### src/rtl/enc_pkg.sv
// Shared widths, mode constants and the combinational result bundle for the
// registered 8-to-3 encoder.
package enc_pkg;

    localparam int ENC_DATA_W    = 8;
    localparam int ENC_IDX_W     = 3;
    localparam int ENC_MODE_BF   = 0;
    localparam int ENC_MODE_PRIO = 1;

    typedef struct packed {
        logic [ENC_IDX_W-1:0] idx;
        logic                 any;
        logic                 onehot;
    } enc_res_t;

    // Exactly one bit set: non-zero and clearing the lowest set bit leaves zero.
    function automatic logic is_onehot(input logic [ENC_DATA_W-1:0] v);
        return (v != '0) && ((v & (v - 1'b1)) == '0);
    endfunction

endpackage

### src/rtl/encoder8to3_bf_core.sv
// Purely combinational 8-to-3 encoder core: OR-form or priority-form index,
// plus any-bit-set and one-hot indications.
module encoder8to3_bf_core
    import enc_pkg::*;
#(
    parameter int MODE = ENC_MODE_BF
) (
    input  logic [ENC_DATA_W-1:0] d,
    output logic [ENC_IDX_W-1:0]  idx,
    output logic                  any,
    output logic                  onehot
);

    logic [ENC_IDX_W-1:0] idx_bf;
    logic [ENC_IDX_W-1:0] idx_prio;

    assign idx_bf[0] = d[1] | d[3] | d[5] | d[7];
    assign idx_bf[1] = d[2] | d[3] | d[6] | d[7];
    assign idx_bf[2] = d[4] | d[5] | d[6] | d[7];

    // Ascending scan so the highest set bit is the last one written.
    always_comb begin
        idx_prio = '0;
        for (int i = 0; i < ENC_DATA_W; i++) begin
            if (d[i]) idx_prio = ENC_IDX_W'(i);
        end
    end

    generate
        if (MODE == ENC_MODE_PRIO) begin : g_prio
            assign idx = idx_prio;
        end else begin : g_bf
            assign idx = idx_bf;
        end
    endgenerate

    assign any    = |d;
    assign onehot = is_onehot(d);

endmodule

### src/rtl/encoder8to3_bf_sync.sv
// Registered 8-to-3 encoder with capture enable, synchronous reset and
// validity/error flags; one cycle from d to o/valid/err.
module encoder8to3_bf_sync
    import enc_pkg::*;
#(
    parameter int MODE   = ENC_MODE_BF,
    parameter int DATA_W = ENC_DATA_W,
    parameter int IDX_W  = ENC_IDX_W
) (
    input  logic              clk,
    input  logic              rst,
    input  logic              en,
    input  logic [DATA_W-1:0] d,
    output logic [IDX_W-1:0]  o,
    output logic              valid,
    output logic              err
);

    generate
        if (DATA_W != ENC_DATA_W || IDX_W != ENC_IDX_W) begin : g_bad_cfg
            $error("encoder8to3_bf_sync: DATA_W must be 8 and IDX_W must be 3");
        end
        if (MODE != ENC_MODE_BF && MODE != ENC_MODE_PRIO) begin : g_bad_mode
            $error("encoder8to3_bf_sync: MODE must be 0 or 1");
        end
    endgenerate

    enc_res_t res;

    encoder8to3_bf_core #(
        .MODE   (MODE)
    ) u_core (
        .d      (d),
        .idx    (res.idx),
        .any    (res.any),
        .onehot (res.onehot)
    );

    // Reset wins over enable; with en low every output holds.
    always_ff @(posedge clk) begin
        if (rst) begin
            o     <= '0;
            valid <= 1'b0;
            err   <= 1'b0;
        end else if (en) begin
            o     <= res.idx;
            valid <= res.any;
            err   <= ~res.onehot;
        end
    end

endmodule

### config.mk
export PLATFORM = sky130hd
export DESIGN_NAME = encoder8to3_bf_sync
export DESIGN_NICKNAME = d
export VERILOG_FILES = /design/src/rtl/enc_pkg.sv /design/src/rtl/encoder8to3_bf_core.sv /design/src/rtl/encoder8to3_bf_sync.sv
export SDC_FILE = /design/constraint.sdc
export NUM_CORES = 1
export LEC_CHECK = 0
export ABC_AREA = 1
export CORE_AREA = 2 2 39 41
export CTS_BUF_LIST = sky130_fd_sc_hd__clkbuf_4 sky130_fd_sc_hd__clkbuf_8
export CTS_CLUSTER_SIZE = 20
export DETAILED_ROUTE_END_ITERATION = 8
export DIE_AREA = 0 0 41 43
export PLACE_DENSITY_LB_ADDON = 0.1
export REMOVE_ABC_BUFFERS = 1
export SLEW_MARGIN = 40
export SYNTH_ARGS = -nofsm -noshare
export SYNTH_HDL_FRONTEND = slang
export SYNTH_SLANG_ARGS = --single-unit
export TNS_END_PERCENT = 20
### constraint.sdc
create_clock -name clk -period 1.3 [get_ports clk]
set_input_delay 0.13 -clock clk [delete_from_list [all_inputs] [get_ports clk]]
set_output_delay 0.13 -clock clk [all_outputs]
set_load 0.1 [all_outputs]
==> results.cfg, run 1 <==
[outcome]
status = completed

[yosys]
synthMuxAreaShare_pct = 0
synth-xor-area-share_pct = 0
synth_fa_ha_area_share_pct = 0
synth.distinct_cells = 11
synth_top_family_by_area = simple AND/OR/NAND/NOR gates
synth_warnings = 0
synth_compound_area_share_pct = 13.1
synthTopCellsByArea = dfxtp_1 32%, nand2_1 20%, inv_1 13%
synth-seq-cells = 5
synth_top_area_cell = dfxtp_1
ys_seq_area_share_pct = 31.9
synthSimpleGateAreaFrac_pct = 38.2
synth.top_cell.area_share_pct = 31.9
syn_inst = 53
netlist_area_sq_um = 314
postSynthAreaPerCell_sq_um = 5.93

[sta]
skew_ns = 0
rsz0062_at_grt = false
drv_slew = 0
fin_ws_ns = 0.216
finalSetupViolCount = 0
finalCritPeriodShare_pct = 83.4
tns_ns = 0
final.min_clock_period_ns = 1.08
max_slew_margin_pct = 81.3
finalHoldViolCount = 0
worstMarginPinSlew_ns = 0.279
clock.fmax_mhz = 923

[detailed_routing]
drt_iter0_markers = 3
vias = 363
drt.antenna.violating_nets = 0
drt-vias-per-instance = 3.99
drt-wirelength-per-cell_um = 8.90
drc_errors = 0
drtPass1Iterations = 4
routed_wirelength_um = 810

[critical_path]
arrival_ns = 1.22
critical_path_class = primary input to flip-flop
startpoint_type = primary input
r2r-end = o[0]
crit_required_ns = 1.43
reg2reg_setup_slack_ns = 0.54
worstPathMaxFanout = 3
reg2reg_depth = 3
rr_startpoint = o[0]
endpoint_kind = flip-flop

[job]
drv_cap = 0

[clock_network]
post_cts_buffers = 0
hold_buffers = 0
numCtsBuffers = 3
postCtsResizedCells = 0
tritoncts = done
cts_root_buf = clkbuf_4
cts_htree_levels = 1
clock_latency_ns = 0.24
clockBufferDepth = 2
path_clk_slew_ns = 0.05
cts.sinks = 5

[worst_hold_path]
hold_class = primary input to flip-flop
min_to = o[2]
hp-start = rst
hold-path-cell-count = 4

[floorplan]
initial_core_util_pct = 22.7
die_w_um = 41
dieArea_sq_um = 1760
rows = 14
fp.dieH_um = 43
io_pins = 16
core-area_sq_um = 1380

[power]
switchingPower_w = 0.000204
p_seq_share_pct = 29.6
p_int_w = 0.000396
p_sw_share_pct = 34.0
ir_drop_mv = 0.588
cellLeakagePower_nw = 0.299
clock_power_share_pct = 33.4
p_comb_share_pct = 37.0
power.density_nw_per_um2 = 1030

[finish]
drive_above_1_share_pct = 21.3
finish.utilization_pct = 42.1
final_area_sq_um = 583
antennaDiodeCount = 0
nets = 87
area_growth_pct = 85.7
n_fill_cell = 151

[grt]
grtUsageTotal_pct = 11.0
grt_max_degree = 10
grt_pass1_wl_um = 1310
antenna_found_initial = 0
overflow = 0
grt_pass1_vias = 345

[placement]
placed_area_sq_um = 553
portBuffers = 15
gp_congestion = 0.670
pre_cts_ws_ns = -0.00147
hpwlAfterDp_um = 628
-- power groups by stage --
stage | logic, W | clock network [W] | registers [W]
after CTS | 0.000223 | 0.000212 | 0.000178
final | 0.000222 | 0.000200 | 0.000177
after global placement | 0.000223 | 0 | 0.000181
after detailed placement | 0.000222 | 0 | 0.000180
after floorplan | 0.0000374 | 0 | 0.000256
after global routing | 0.000235 | 0.000219 | 0.000179
-- registers in the layout, indices dropped and copies added, names as in the netlist --
register	cells
err	1
o	3
valid	1
-- critical path, cell delays in order --
cell             delay, ns
clkdlybuf4s50_1       0.46
nor2_2                0.17
nand2_1               0.11
nand2_1               0.07
nand2_1               0.06
o21ai_0               0.15
inv_1                 0.06
-- metal layers --
| metal | part of all wire (%) | up-vias | track usage [%] |
|---|---|---|---|
| met3 | 8.3 | 2 | 2.09 |
| met4 | 1.1 | 0 | 10.0 |
| li1 | - | 205 | - |
| met5 | 0 | - | 0 |
| met2 | 42 | 10 | 14.1 |
| met1 | 48 | 146 | 14.8 |
-- cell families after synthesis --
logic type,Yosys count
buffers and inverters,12
AND/OR/NAND/NOR,29
flip-flops,5
AO/OA/AOI/OAI,7
-- layout make-up --
type | count | area (sq um) | share of cell area (%)
clock buffers | 4 | 30.0 | 5.15
inverters | 11 | 41.3 | 7.08
repair buffers | 19 | 230 | 39.5
well taps | 16 | 20.0 | 3.43
flip-flops and latches | 5 | 100 | 17.2
multi-input cells | 36 | 161 | 27.7
-- worst max-delay path by stage --
stage | startpoint | cells after the start | slack (ns) | to
finish | d[1] | 7 | 0.22 | valid
global route | d[1] | 7 | 0.13 | valid
CTS | d[2] | 7 | 0.24 | valid
detailed placement | d[1] | 9 | -0.001 | err
global placement | d[2] | 7 | -0.03 | valid
floorplan | o[0] | 3 | -0.10 | o[0]
-- placed cells by master (no fill, tap or decap) --
cell,count
nor3_1,1
a31o_2,1
buf_12,5
buf_4,4
nor2_1,5
o211ai_1,1
dfxtp_1,5
o21ai_0,5
clkdlybuf4s50_1,10
inv_1,11
nand3_1,4
clkbuf_4,4
nor2_2,2
nand2_1,17
-- stage by stage --
step	power, W	hold slack (ns)	std cells
after floorplan	0.000294	0.282	52
after global placement	0.000403	0.547	87
after detailed placement	0.000402	0.537	87
after CTS	0.000613	0.547	91
after global routing	0.000632	0.591	91
final	0.000600	0.549	91
-- cells in the mapped netlist --
master / number
nor2_1: 5
nand2_1: 17
o21ai_0: 5
nand3_1: 4
nor2_2: 2
o211ai_1: 1
nor3_1: 1
a31o_2: 1
inv_1: 11
buf_6: 1
dfxtp_1: 5
Note: power is estimated with default switching activity, not from simulation.
==> run 2, diff against run 1 <==
- clock period: 1.3 -> 1 ns (I/O delays scaled with it)
==> run 2 against run 1 <==
Against the previous run: worst hold slack lost 0.26 ns; cell area grew 6.0%; clock power increased by 30%; critical endpoint is now o[2]; via count is 1.1% higher; die area is the same; register-to-register slack lost 0.31 ns; clock-buffer cell count unchanged; highest routed layer unchanged; first-iteration DRC count shrank 33%; power grew 30%; core utilization increased by 2.5 points; critical path depth fell by 6.
==> results.cfg, run 2 (synthesis results as in run 1) <==
[critical_path]
path_cells = buf_12
arrival_ns = 0.80
critical_path_class = flip-flop to output pin
startpoint_type = flip-flop
crit_required_ns = 0.90
crit_family = flip-flops
endpoint_kind = output pin
worstPathMaxFanout = 2
path_buf_inv = 1
worst_path_largest_cell_delay_ns = 0.37
critPathSlowestCell = dfxtp_1

[finish]
final_common_cell = nand2_1
reg_top3 = o x3, err x1, valid x1
largest-register = o
regArea_sq_um = 100
drive_above_1_share_pct = 25.0
area_growth_pct = 96.8
final_cell_mix = 16 x nand2_1, 11 x inv_1, 9 x dlymetal6s2s_1
n_fill_cell = 149
multi_input_area_sq_um = 166
largest_reg_flops = 3
antennaDiodeCount = 0
nets = 88

[sta]
worstMarginPinSlew_ns = 0.272
finalCritPeriodShare_pct = 90.3
rsz0062_at_grt = false
drv_slew = 0
final.min_clock_period_ns = 0.903
finalSetupViolCount = 0
skew_ns = 0
fin_ws_ns = 0.0967
max_slew_margin_pct = 81.9
finalHoldViolCount = 0
tns_ns = 0
clock.fmax_mhz = 1110

[clock_network]
tritoncts = done
cts_htree_levels = 1
cts.sinks = 5
cts_root_buf = clkbuf_4
post_cts_buffers = 0
path_clk_slew_ns = 0.04
clock_latency_ns = 0.24
clockBufferDepth = 2
hold_buffers = 0
numCtsBuffers = 3
postCtsResizedCells = 0

[worst_hold_path]
hold_class = primary input to flip-flop

[grt]
grtUsageTotal_pct = 11.8
grt_max_degree = 9
met1_usage_pct = 13.9
grtUsageMet3_pct = 3.14
grt.busiest_layer = met2
overflow = 0
grt_pass1_wl_um = 1320
antenna_found_initial = 0
grt_pass1_vias = 353
use_met2_pct = 15.6

[detailed_routing]
drc_errors = 0
drtPass1Iterations = 2
drt_iter0_markers = 2
routed_wirelength_um = 824
drt-vias-per-instance = 3.99
drt-wirelength-per-cell_um = 8.96
drt.antenna.violating_nets = 0
vias = 367

[floorplan]
initial_core_util_pct = 22.7
core-area_sq_um = 1380
die_w_um = 41
dieArea_sq_um = 1760
io_pins = 16
fp.dieH_um = 43
rows = 14

[placement]
hpwlAfterDp_um = 652
gp_congestion = 0.693
pre_cts_ws_ns = -0.252
portBuffers = 15

[power]
cellLeakagePower_nw = 0.387
power.density_nw_per_um2 = 1260
ir_drop_mv = 0.607

[outcome]
status = completed

[job]
drv_cap = 0
-- run 2: layer usage --
metal / routed length (um) / vias to the layer above
met2: 365 / 10
met4: 17 / 0
met3: 62 / 2
met1: 378 / 149
li1: - / 206
met5: 0 / -
-- run 2: layout make-up --
type	count	area share, %
Clock buffer	4	4.86
Sequential cell	5	16.2
Multi-Input combinational cell	36	26.9
Tap cell	16	3.24
Timing Repair Buffer	20	42.1
Inverter	11	6.68
-- run 2: tightest hold or removal path: cells and delay by family --
family	cells	cell delay, ns
AND/OR/NAND/NOR	4	0.26
buffers and inverters	1	0.14
-- run 2: final timing paths --
| check | startpoint | depth (start not counted) | endpoint | slack (ns) |
|---|---|---|---|---|
| worst max-delay path | o[2] | 1 | o[2] | 0.1 |
| worst max register to register | o[0] | 3 | o[0] | 0.23 |
| worst min register to register | o[1] | 2 | o[1] | 0.55 |
| worst min-delay path | d[4] | 5 | err | 0.29 |
-- run 2: per-stage QoR --
stage	util (%)	instances	power, W	instance area (sq um)	hold slack [ns]
6_report	44.7	92	0.000779	618	0.291
5_1_grt	44.7	92	0.000827	618	0.342
4_1_cts	42.7	92	0.000801	591	0.516
3_5_place_dp	40.5	88	0.000527	561	0.542
3_3_place_gp	40.5	88	0.000528	561	0.546
2_1_floorplan	-	52	0.000382	303	0.252
-- run 2: power breakdown --
part | switching (W) | total (W) | internal, W
sequential | 0.0000151 | 0.000231 | 0.000215
clock | 0.0000812 | 0.000259 | 0.000178
combinational | 0.000170 | 0.000290 | 0.000120
